==> config.mk <==
export PLATFORM = sky130hd
export DESIGN_NAME = ctrl_pipeline
export DESIGN_NICKNAME = d
export VERILOG_FILES = /design/src/rtl/ctrl_pkg.sv /design/src/rtl/ctrl_stage_reg.sv /design/src/rtl/ctrl_pipeline.sv
export SDC_FILE = /design/constraint.sdc
export NUM_CORES = 1
export LEC_CHECK = 0
export BUFFER_PORTS_ARGS = -buffer_cell sky130_fd_sc_hd__buf_2
export CELL_PAD_IN_SITES_DETAIL_PLACEMENT = 1
export CELL_PAD_IN_SITES_GLOBAL_PLACEMENT = 1
export CORE_MARGIN = 10
export CORE_UTILIZATION = 30
export CTS_BUF_LIST = sky130_fd_sc_hd__clkbuf_2
export DETAILED_ROUTE_END_ITERATION = 10
export PLACE_DENSITY_LB_ADDON = 0.1
export SYNTH_ARGS = -nofsm -noshare
export SYNTH_HDL_FRONTEND = slang
export SYNTH_SLANG_ARGS = --single-unit
==> constraint.sdc <==
create_clock -name clk -period 2.5 [get_ports clk]
set_input_delay 0.125 -clock clk [delete_from_list [all_inputs] [get_ports clk]]
set_output_delay 0.125 -clock clk [all_outputs]
set_load 0.02 [all_outputs]
==> src/rtl/ctrl_pkg.sv <==
// Shared definitions for the control pipeline: the control word layout, ALU op codes
// and PC select codes.
package ctrl_pkg;

  localparam int CTRL_W = 13;

  localparam int ALU_OP_HI    = 12;
  localparam int ALU_OP_LO    = 10;
  localparam int BIT_USE_IMM  = 9;
  localparam int BIT_MEM_RD   = 8;
  localparam int BIT_MEM_WR   = 7;
  localparam int BIT_REG_WR   = 6;
  localparam int BIT_MEM2REG  = 5;
  localparam int BIT_PC2REG   = 4;
  localparam int BIT_BRZ      = 3;
  localparam int BIT_BRN      = 2;
  localparam int BIT_JUMP     = 1;
  localparam int BIT_JUMP_MEM = 0;

  typedef enum logic [2:0] {
    ALU_ADD  = 3'b000,
    ALU_INC  = 3'b001,
    ALU_NOP  = 3'b010,
    ALU_SUB  = 3'b101,
    ALU_NEG  = 3'b110,
    ALU_PASS = 3'b111
  } alu_op_e;

  typedef enum logic [1:0] {
    PC_SEL_SEQ = 2'b00,
    PC_SEL_EX  = 2'b01,
    PC_SEL_MEM = 2'b10
  } pc_sel_e;

  localparam logic [CTRL_W-1:0] CTRL_NOP = {ALU_NOP, 10'b0};

  // Only plain ALU results that go to the register file set the flags.
  function automatic logic writes_flags(input logic [CTRL_W-1:0] ctrl);
    return ctrl[BIT_REG_WR] && !ctrl[BIT_MEM2REG] && !ctrl[BIT_PC2REG] &&
           (ctrl[ALU_OP_HI:ALU_OP_LO] != ALU_NOP);
  endfunction

endpackage

==> src/rtl/ctrl_stage_reg.sv <==
// One pipeline stage register holding {valid, ctrl}; a bubble or an invalid input
// loads an all-zero, invalid entry.
module ctrl_stage_reg
  import ctrl_pkg::*;
(
  input  logic              clk,
  input  logic              rst,
  input  logic              bubble,
  input  logic              valid_in,
  input  logic [CTRL_W-1:0] ctrl_in,
  output logic              valid,
  output logic [CTRL_W-1:0] ctrl
);

  // NOTE: sequential state uses non-blocking assignments so every stage samples the
  // pre-edge value of its predecessor, independent of process evaluation order.
  always_ff @(posedge clk or posedge rst) begin
    if (rst) begin
      valid <= 1'b0;
      ctrl  <= '0;
    end else if (bubble || !valid_in) begin
      valid <= 1'b0;
      ctrl  <= '0;
    end else begin
      valid <= 1'b1;
      ctrl  <= ctrl_in;
    end
  end

endmodule

==> src/rtl/ctrl_pipeline.sv <==
// Carries the decoded control word through EX, MEM and WB, resolves branches/jumps,
// holds the Z/N flags and counts retired instructions.
module ctrl_pipeline
  import ctrl_pkg::*;
#(
  parameter int CNT_W = 16
) (
  input  logic              clk,
  input  logic              rst,
  input  logic [CTRL_W-1:0] id_ctrl,
  input  logic              id_valid,
  input  logic              stall,
  input  logic              alu_z,
  input  logic              alu_n,
  output logic [2:0]        ex_alu_op,
  output logic              ex_use_imm,
  output logic              mem_read,
  output logic              mem_write,
  output logic              wb_reg_write,
  output logic              wb_mem_to_reg,
  output logic              wb_pc_to_reg,
  output logic [1:0]        pc_sel,
  output logic              flush_ifid,
  output logic              flag_z,
  output logic              flag_n,
  output logic [CNT_W-1:0]  retired
);

  logic              ex_valid, mem_valid, wb_valid;
  logic [CTRL_W-1:0] ex_ctrl, mem_ctrl, wb_ctrl;
  logic [CTRL_W-1:0] id_word;
  logic              ex_taken, mem_jm;

  // An all-zero word from decode is an undecoded opcode; it travels as a plain NOP.
  assign id_word = (id_ctrl == '0) ? CTRL_NOP : id_ctrl;

  assign ex_taken = ex_valid && (ex_ctrl[BIT_JUMP] ||
                                 (ex_ctrl[BIT_BRZ] && flag_z) ||
                                 (ex_ctrl[BIT_BRN] && flag_n));
  assign mem_jm   = mem_valid && mem_ctrl[BIT_JUMP_MEM];

  ctrl_stage_reg u_ex (
    .clk      (clk),
    .rst      (rst),
    .bubble   (stall || ex_taken || mem_jm),
    .valid_in (id_valid),
    .ctrl_in  (id_word),
    .valid    (ex_valid),
    .ctrl     (ex_ctrl)
  );

  ctrl_stage_reg u_mem (
    .clk      (clk),
    .rst      (rst),
    .bubble   (mem_jm),
    .valid_in (ex_valid),
    .ctrl_in  (ex_ctrl),
    .valid    (mem_valid),
    .ctrl     (mem_ctrl)
  );

  ctrl_stage_reg u_wb (
    .clk      (clk),
    .rst      (rst),
    .bubble   (1'b0),
    .valid_in (mem_valid),
    .ctrl_in  (mem_ctrl),
    .valid    (wb_valid),
    .ctrl     (wb_ctrl)
  );

  // An EX instruction killed by a JM in MEM must not touch the flags.
  always_ff @(posedge clk or posedge rst) begin
    if (rst) begin
      flag_z <= 1'b0;
      flag_n <= 1'b0;
    end else if (ex_valid && !mem_jm && writes_flags(ex_ctrl)) begin
      flag_z <= alu_z;
      flag_n <= alu_n;
    end
  end

  always_ff @(posedge clk or posedge rst) begin
    if (rst) retired <= '0;
    else if (wb_valid) retired <= retired + 1'b1;
  end

  // NOTE: every output of this block gets a default first, so no path leaves a latch.
  always_comb begin
    ex_alu_op     = ALU_NOP;
    ex_use_imm    = 1'b0;
    mem_read      = mem_valid && mem_ctrl[BIT_MEM_RD];
    mem_write     = mem_valid && mem_ctrl[BIT_MEM_WR];
    wb_reg_write  = wb_valid && wb_ctrl[BIT_REG_WR];
    wb_mem_to_reg = wb_valid && wb_ctrl[BIT_MEM2REG];
    wb_pc_to_reg  = wb_valid && wb_ctrl[BIT_PC2REG];
    pc_sel        = PC_SEL_SEQ;
    flush_ifid    = 1'b0;
    if (ex_valid) begin
      ex_alu_op  = ex_ctrl[ALU_OP_HI:ALU_OP_LO];
      ex_use_imm = ex_ctrl[BIT_USE_IMM];
    end
    if (mem_jm) begin
      pc_sel     = PC_SEL_MEM;
      flush_ifid = 1'b1;
    end else if (ex_taken) begin
      pc_sel     = PC_SEL_EX;
      flush_ifid = 1'b1;
    end
  end

endmodule

==> flow_summary.json, run 1 <==
{
  "status": "finished clean",
  "ys.flop_type": "dfrtp_1",
  "dr.pass1.iters": 2,
  "min_period_over_period_pct": 80.1,
  "ys_seq_elements": 43,
  "place_congestion": 0.679,
  "ios": 49,
  "via_per_inst": 4.53,
  "cts.reportedPaths.clkPinSlew_ns": 0.23,
  "track_usage_pct": 9.89,
  "p_leak_nw": 1.17,
  "tritoncts": "built",
  "fp.dieW_um": 95.4,
  "cp_cell_sequence": "a221oi_2 > o21ai_2 > nor3b_4 > dlygate4sd3_1",
  "grt_pass1_vias": 1440,
  "fin_crit_ns": 2.00,
  "cap_violations": 0,
  "finalSetupViolCount": 0,
  "cpPeakStageDelay_ns": 0.61,
  "ir_drop_mv": 0.211,
  "dp_hpwl_um": 3220,
  "rr_startpoint": "flag_n",
  "gr-total-overflow": 0,
  "power_mw": 1.52,
  "synth_seq_area_share_pct": 63.1,
  "cts_buffers": 5,
  "start_util_pct": 30.9,
  "multiInputGateArea_um2": 591,
  "ant_nets": 0,
  "ys_async_sr_fraction_pct": 100,
  "avgRoutedWirePerCell_um": 15.0,
  "placed_cells": 252,
  "drc": 0,
  "hp-class": "in2reg",
  "finalNonFillerCells": 279,
  "grt_max_degree": 29,
  "ff2ff_path_depth": 4,
  "rrSetupSlack_ns": 0.50,
  "synth_cell_types": 25,
  "core_um2": 5510,
  "clock_skew_ns": 0.0157,
  "synth_nets": 155,
  "ctsHtreeMaxLevel": 2,
  "ff_latch_area_um2": 1080,
  "syn_area_um2": 1700,
  "cp-start-kind": "flip-flop",
  "clock_latency_ns": 0.41,
  "clock-sinks": 43,
  "cts_buffer_depth": 2,
  "tns_ns": 0,
  "io_buffers": 48,
  "antenna_found_initial": 0,
  "area_growth_pct": 33.4,
  "timing.hold.ws_ns": 0.129,
  "synth_area_per_cell_um2": 12.6,
  "drtIter0Drc": 28,
  "yosysWarnings": 0,
  "power_per_cell_area_nw_per_um2": 670,
  "slowest_stage": "dlygate4sd3_1",
  "rsz0062_at_grt": "false",
  "hold_violations": 0,
  "grt_pass1_wl_um": 7000,
  "min_to": "u_ex.ctrl[11]",
  "cts_setup_buffers": 0,
  "fp.dieH_um": 95.4,
  "wl_um": 4170,
  "drv_slew": 0,
  "vias": 1263,
  "cp.required_ns": 2.85,
  "dieArea_um2": 9100,
  "min_from": "id_valid",
  "rows": 27,
  "clockRootBuffer": "clkbuf_2",
  "cp_max_fo": 14,
  "syn-instance-count": 135,
  "hold_depth": 3,
  "drive_above_1_share_pct": 30.0,
  "synth_edf_count": 0,
  "cp.arrival_ns": 2.35,
  "r2r-end": "u_ex.valid",
  "cp-end-kind": "flip-flop",
  "worstSetupPathType": "reg2reg",
  "fin_nets": 226,
  "max_freq_ghz": 0.499,
  "fill_cells": 616,
  "slew-limit-headroom_pct": 33.7,
  "num_antenna_cells": 0,
  "worstMarginPinSlew_ns": 0.988
}
[sequential cells by signal, indices dropped and copies added, names as in the netlist]
signal,count
retired,16
u_ex.ctrl,13
u_mem.ctrl,6
u_wb.ctrl,3
flag_n,1
flag_z,1
u_ex.valid,1
u_mem.valid,1
u_wb.valid,1
[report_power, final]
group	switching (mW)	leakage, nW	internal [mW]	total [mW]
sequential	0.0797	0.577	0.759	0.839
clock	0.233	0.0410	0.170	0.403
combinational	0.157	0.555	0.124	0.281
total	0.470	1.17	1.05	1.52
[layer usage]
| metal | global-route usage (%) | part of all wire, % |
|---|---|---|
| met5 | 0 | 0 |
| met2 | 18.2 | 57 |
| met1 | 9.53 | 34 |
| met4 | 3.32 | 0.31 |
| met3 | 4.56 | 8.0 |
[worst max-delay path, delay by kind of cell, from the launching register on]
kind | cells | cell delay, ns
AOI/OAI and AO/OA | 2 | 0.44
buffers and inverters | 1 | 0.61
DFF | 1 | 0.47
and+or+nand+nor | 1 | 0.42
[cell families after synthesis]
| logic type | Yosys count | share of synthesized area [%] |
|---|---|---|
| simple gates | 62 | 22.0 |
| mux | 3 | 1.98 |
| buf+inv | 7 | 2.20 |
| fa+ha+maj | 1 | 0.734 |
| xor+xnor | 15 | 7.71 |
| flops | 43 | 63.1 |
| compound gates | 4 | 2.20 |
[placed cells by master, fill, tap and decap left out, types with 2 or more instances in the layout]
| cell type | synthesis | final |
|---|---|---|
| buf_2 | 0 | 48 |
| dfrtp_1 | 43 | 43 |
| and2_1 | 24 | 24 |
| dlygate4sd3_1 | 0 | 19 |
| xnor2_1 | 13 | 13 |
| and3_1 | 9 | 9 |
| nand2_1 | 7 | 7 |
| nand3_1 | 5 | 5 |
| clkbuf_2 | 0 | 5 |
| nand4_1 | 4 | 4 |
| and4_1 | 3 | 3 |
| nor2_1 | 3 | 3 |
| nor4_1 | 3 | 3 |
| mux2_2 | 3 | 3 |
| inv_1 | 3 | 2 |
| clkinv_1 | 0 | 2 |
| xor2_1 | 2 | 2 |
[cell usage after synthesis, drive strengths merged, types with 2 or more instances]
cell type / number / area (um^2)
and2: 24 / 150
xnor2: 13 / 114
nand3: 5 / 25.0
and3: 9 / 56.3
dfrtp: 43 / 1080
mux2: 3 / 33.8
buf: 2 / 18.8
inv: 3 / 11.3
and4: 3 / 26.3
xor2: 2 / 17.5
clkbuf: 2 / 7.51
nor4: 3 / 18.8
nand2: 7 / 26.3
nand4: 4 / 25.0
nor2: 3 / 11.3
[final cells by class]
class                   count  area share [%]
clock inverters             3            1.87
multi-input cells          85            26.0
clock buffers               5            1.10
flip-flops and latches     43            47.3
inverters                   3           0.495
repair buffers             68            19.3
well taps                  72            3.96
[timing repair]
item | 4_1_cts | 5_1_grt
hold buffers | 19 | 0
hold endpoints to repair | 43 | 0
gates resized for setup | 0 | 0
[metrics by stage]
step | setup WS, ns | area, um^2 | utilization, %
finish | 0.498 | 2270 | 41.3
global route | 0.328 | 2270 | 41.3
CTS | 0.484 | 2270 | 41.3
detailed placement | 0.968 | 2020 | 36.6
global placement | 0.980 | 2020 | 36.6
floorplan | 1.00 | 1700 | -
[how the worst max path moves through the flow]
stage / startpoint / endpoint / slack, ns / cells past startpoint
5_1_grt: flag_z / u_ex.valid / 0.33 / 4
2_1_floorplan: flag_z / u_ex.ctrl[10] / 1.00 / 5
3_5_place_dp: u_wb.valid / retired[15] / 0.97 / 4
3_3_place_gp: u_wb.valid / retired[15] / 0.98 / 4
4_1_cts: flag_n / u_ex.valid / 0.48 / 4
6_report: flag_n / u_ex.valid / 0.50 / 4
Note: power is estimated with default switching activity, not from simulation.
==> inputs of run 2 (changes only) <==
- ABC_AREA: unset -> 1
- clock period: 2.5 -> 1.7 ns (I/O delays scaled with it)
==> run 2 against run 1 <==
Net effect:
- wire length rose by 4.5%
- final cell count increased by 27%
- global-route usage shrank 0.33 points
- synthesized area up 9.2%
- cell area is 7.0% higher
- power up 48%
- clock-buffer cell count stayed put
- first-iteration DRC count unchanged
- setup slack worse by 0.30 ns
- hold slack better by 0.10 ns
- critical endpoint is now ex_alu_op[1]
==> flow_summary.json, run 2 <==
{
  "status": "finished clean",
  "vias": 1506,
  "yosysMostFrequentCell": "inv_1",
  "cp-start-kind": "flip-flop",
  "fp.dieW_um": 98.8,
  "fp.dieH_um": 98.8,
  "clock-sinks": 43,
  "clock_skew_ns": 0.0115,
  "wl_um": 4360,
  "tritoncts": "built",
  "num_antenna_cells": 0,
  "cp-end-kind": "output port",
  "dieArea_um2": 9750,
  "worstSetupPathType": "reg2out",
  "p_leak_nw": 1.39,
  "syn-instance-count": 207,
  "r2r-end": "u_ex.ctrl[11]",
  "synth_edf_count": 0,
  "rows": 28,
  "finalNonFillerCells": 354,
  "place_congestion": 0.683,
  "clockRootBuffer": "clkbuf_2",
  "placed_cells": 329,
  "worstMarginPinSlew_ns": 0.547,
  "rsz0062_at_grt": "false",
  "ir_drop_mv": 0.523,
  "synth_seq_area_share_pct": 57.8,
  "track_usage_pct": 9.56,
  "dp_hpwl_um": 3300,
  "slew-limit-headroom_pct": 63.5,
  "synth_cell_types": 23,
  "rr_startpoint": "flag_z",
  "max_freq_ghz": 0.667,
  "fill_cells": 732,
  "finalSetupViolCount": 0,
  "grt_pass1_vias": 1622,
  "yosys-top-cells-count": "inv_1 (49), dfrtp_1 (43), nand2_1 (39)",
  "ys_seq_elements": 43,
  "core_um2": 5960,
  "ctsHtreeMaxLevel": 2,
  "cts_buffer_depth": 2,
  "cp_max_fo": 5,
  "rrSetupSlack_ns": 0.28,
  "dr.pass1.iters": 4,
  "largest_reg_flops": 16,
  "clock_latency_ns": 0.40,
  "min_period_over_period_pct": 88.2,
  "avgRoutedWirePerCell_um": 12.3,
  "drtIter0Drc": 28,
  "grt_pass1_wl_um": 7670,
  "yosysWarnings": 0,
  "drv_slew": 0,
  "cp.required_ns": 1.62,
  "syn_area_um2": 1860,
  "hold_depth": 4,
  "hp-class": "in2reg",
  "cts_buffers": 5,
  "cp.arrival_ns": 1.41,
  "fin_nets": 298,
  "setup.worst_path.start": "u_ex.valid",
  "power_per_cell_area_nw_per_um2": 928,
  "io_buffers": 48,
  "via_per_inst": 4.25,
  "synth_nets": 227,
  "antenna_found_initial": 0,
  "final_cell_mix": "inv_1 (48), buf_2 (48), dfrtp_1 (41)",
  "regMostFlops": "retired",
  "reg_top3": "retired: 16 flops, u_ex.ctrl: 13 flops, u_mem.ctrl: 6 flops",
  "ys_async_sr_fraction_pct": 100,
  "tns_ns": 0,
  "ant_nets": 0,
  "synthTopCellsByArea": "dfrtp_1 (58%), inv_1 (9.9%), nand2_1 (7.9%)",
  "ys.flop_type": "dfrtp_1",
  "synth_area_per_cell_um2": 8.99,
  "synth_top_area_share_pct": 57.8,
  "ios": 49,
  "start_util_pct": 31.2,
  "fin_crit_ns": 1.50,
  "hold_violations": 0,
  "grt_max_degree": 44,
  "drive_above_1_share_pct": 26.5,
  "cts.reportedPaths.clkPinSlew_ns": 0.22,
  "ff2ff_path_depth": 5,
  "area_growth_pct": 30.8,
  "cp-endpoint": "ex_alu_op[1]",
  "drc": 0,
  "gr-total-overflow": 0,
  "synth_top_area_cell": "dfrtp_1",
  "cap_violations": 0
}
-- run 2: cell families after synthesis --
group	after synthesis	synth area share, %
AND/OR/NAND/NOR	92	22.5
buffers and inverters	52	10.8
flip-flops	43	57.8
XOR/XNOR	12	5.65
AO/OA/AOI/OAI	6	1.88
multiplexers	1	0.605
adder cells (fa/ha/maj)	1	0.672
-- run 2: power by group --
group | leakage (nW) | switching (mW) | internal, mW
logic | 0.777 | 0.265 | 0.182
registers | 0.574 | 0.104 | 1.12
clock network | 0.0429 | 0.338 | 0.249
total | 1.39 | 0.708 | 1.55
-- run 2: how the worst min path moves through the flow --
stage	from	end	slack [ns]
6_report	stall	u_ex.ctrl[3]	0.23
5_1_grt	stall	u_ex.ctrl[1]	0.24
4_1_cts	stall	u_ex.ctrl[3]	0.22
3_5_place_dp	rst	u_ex.ctrl[8]	0.26
3_3_place_gp	rst	u_ex.ctrl[9]	0.25
2_1_floorplan	id_ctrl[10]	u_ex.ctrl[10]	0.21
-- run 2: per-layer routing --
| metal | vias to the layer above | global-route usage, % | share of wire (%) |
|---|---|---|---|
| met5 | - | 0 | 0 |
| met4 | 0 | 3.97 | 1.6 |
| met1 | 718 | 9.77 | 39 |
| met3 | 4 | 3.70 | 6.2 |
| met2 | 33 | 17.0 | 54 |
| li1 | 751 | - | - |
-- run 2: through the flow --
step           total power [mW]  setup WS, ns  hold WS [ns]  utilization, %  instance area [um^2]
2_1_floorplan              1.50         0.320         0.213               -                  1860
3_3_place_gp               1.67         0.303         0.249            36.8                  2190
3_5_place_dp               1.68         0.306         0.255            36.8                  2190
4_1_cts                    2.32        0.0652         0.222            40.7                  2420
5_1_grt                    2.42        0.0292         0.238            40.9                  2430
6_report                   2.26         0.200         0.233            40.9                  2430
-- run 2: final cells by class --
class	instances	area [um^2]	share of cell area, %
sequential	43	1080	44.3
multi-input combinational	112	586	24.1
timing repair buffer	67	423	17.4
inverter	49	184	7.56
tap	75	93.8	3.86
clock inverter	3	43.8	1.80
clock buffer	5	25.0	1.03
-- run 2: critical path, stage by stage, from the launching register on --
cell,delay [ns]
dfrtp_2,0.47
inv_1,0.10
or2_2,0.29
buf_2,0.16
-- run 2: what timing repair did --
item                       in CTS  in global routing
hold buffers                   16                  0
hold endpoints to repair       58                  0
gates resized for setup         0                  3
setup buffers                   0                  1
setup endpoints to repair       0                  2
==> inputs of run 3 (changes only) <==
--- a/config.mk
+++ b/config.mk
@@ -8,3 +8,3 @@
 export ABC_AREA = 1
-export BUFFER_PORTS_ARGS = -buffer_cell sky130_fd_sc_hd__buf_2
+export BUFFER_PORTS_ARGS = -buffer_cell sky130_fd_sc_hd__buf_4
 export CELL_PAD_IN_SITES_DETAIL_PLACEMENT = 1
@@ -16,2 +16,3 @@
 export PLACE_DENSITY_LB_ADDON = 0.1
+export SLEW_MARGIN = 20
 export SYNTH_ARGS = -nofsm -noshare
==> constraint.sdc (replaced) <==
create_clock -name clk -period 1.7 [get_ports clk]
set_input_delay 0.34 -clock clk [delete_from_list [all_inputs] [get_ports clk]]
set_output_delay 0.34 -clock clk [all_outputs]
set_load 0.02 [all_outputs]
==> run 3 against run 2 <==
Net effect:
- clock-buffer cell count did not move
- utilization rose by 1.9 points
- die area did not move
- cell area rose by 4.6%
- setup slack got worse by 0.19 ns
- global-route usage fell by 0.096 points
- critical path type unchanged
- critical endpoint is now pc_sel[0]
- largest cell class unchanged
==> flow_summary.json, run 3 (synthesis results as in run 2) <==
{
  "ctsHtreeMaxLevel": 2,
  "power_per_cell_area_nw_per_um2": 917,
  "final_common_cell": "buf_4",
  "track_usage_pct": 9.46,
  "fin_nets": 296,
  "fp.dieH_um": 98.8,
  "fin_util_pct": 42.8,
  "cp_max_fo": 2,
  "regMostFlops": "retired",
  "clock-sinks": 43,
  "cts.reportedPaths.clkPinSlew_ns": 0.22,
  "clock_latency_ns": 0.42,
  "worstSetupPathType": "reg2out",
  "final_cell_mix": "buf_4 (56), inv_1 (45), dfrtp_1 (41)",
  "dieArea_um2": 9750,
  "tritoncts": "built",
  "fin_crit_ns": 1.69,
  "cp.arrival_ns": 1.35,
  "hp-class": "in2reg",
  "rrSetupSlack_ns": 0.06,
  "place_congestion": 0.703,
  "dp_hpwl_um": 3320,
  "drive_above_1_share_pct": 33.3,
  "hold_violations": 0,
  "ff2ff_path_depth": 11,
  "core_um2": 5960,
  "start_util_pct": 31.2,
  "cap_violations": 0,
  "postPlaceCellArea_um2": 2340,
  "min_to": "u_ex.ctrl[5]",
  "r2r-end": "u_ex.ctrl[11]",
  "hold_depth": 3,
  "clock_skew_ns": 0.0270,
  "via_per_inst": 4.26,
  "cp-start-kind": "flip-flop",
  "avgRoutedWirePerCell_um": 12.8,
  "grt_max_degree": 29,
  "finalSetupViolCount": 0,
  "rows": 28,
  "cts_buffers": 5,
  "power_mw": 2.34,
  "drc": 0,
  "p_leak_nw": 1.41,
  "drv_slew": 0,
  "status": "finished clean",
  "largest_reg_flops": 16,
  "grt_pass1_vias": 1637,
  "clockRootBuffer": "clkbuf_2",
  "wl_um": 4480,
  "io_buffers": 48,
  "rsz0062_at_grt": "true",
  "slew-limit-headroom_pct": 60.8,
  "cp-end-kind": "output port",
  "vias": 1495,
  "ir_drop_mv": 0.620,
  "area_growth_pct": 36.9,
  "min_from": "id_ctrl[5]",
  "grt_pass1_wl_um": 7560,
  "tns_ns": 0,
  "dr.pass1.iters": 4,
  "post-route-cell-area_um2": 2550,
  "cp.required_ns": 1.36,
  "rr_startpoint": "flag_z",
  "antenna_found_initial": 0,
  "ios": 49,
  "cts_buffer_depth": 2,
  "reg_top3": "retired: 16 flops, u_ex.ctrl: 13 flops, u_mem.ctrl: 6 flops",
  "worstMarginPinSlew_ns": 0.585,
  "max_freq_ghz": 0.591,
  "drtIter0Drc": 21,
  "min_period_over_period_pct": 99.6,
  "gr-total-overflow": 0,
  "num_antenna_cells": 0,
  "ant_nets": 0,
  "fp.dieW_um": 98.8
}
## run 3: cell types whose count changed in the layout (fill, tap and decap cells not counted), sizes merged
cell         change
dlygate4sd3     -15
clkinv           -2
buf             +13
clkinvlp         +1
## run 3: through the flow
stage / setup slack, ns / hold WS (ns) / instances
after floorplan: 0.320 / 0.413 / 207
after CTS: -0.00745 / 0.109 / 347
final: 0.00737 / 0.126 / 351
after global routing: -0.115 / 0.100 / 351
after global placement: 0.383 / 0.366 / 331
after detailed placement: 0.346 / 0.368 / 331
## run 3: final cells by class
class / instances / area (um^2)
repair buffers: 65 / 529
clock buffers: 5 / 25.0
well taps: 75 / 93.8
flip-flops and latches: 43 / 1080
clock inverters: 2 / 37.5
multi-input cells: 112 / 598
inverters: 49 / 184
fillers: 718 / 3410
## run 3: critical path: stages (launching register included)
cell     delay (ns)
dfrtp_2        0.48
nand2_2        0.09
inv_2          0.06
nor2_4         0.08
nand2_1        0.07
inv_2          0.06
buf_6          0.10
## run 3: worst max path at each step
stage	startpoint	to	slack, ns	cells after the start
after floorplan	retired[0]	retired[12]	0.32	8
after global placement	u_mem.valid	pc_sel[0]	0.38	6
after detailed placement	retired[0]	retired[12]	0.35	8
after CTS	flag_z	flush_ifid	-0.007	5
after global routing	flag_z	flush_ifid	-0.12	5
final	u_mem.valid	pc_sel[0]	0.007	6
## run 3: repair_timing
item	in CTS	in global routing
gates cloned	0	1
endpoints found under the hold margin	15	0
endpoints found under the setup margin	4	22
buffers inserted	8	3
hold buffers	1	0
resized for setup	6	13
pin swaps	1	3
## run 3: routing by layer
metal	part of all wire, %	global-route usage, %	up-vias	wire [um]
li1	-	-	745	-
met1	39	10.1	711	1770
met2	53	16.4	33	2390
met3	5.1	3.28	6	230
met4	2.0	4.30	0	90
met5	0	0	-	0
## run 3: report_power, final
| group | switching (mW) | internal [mW] | total (mW) |
|---|---|---|---|
| clock network | 0.338 | 0.240 | 0.578 |
| registers | 0.108 | 1.12 | 1.23 |
| logic | 0.275 | 0.255 | 0.529 |
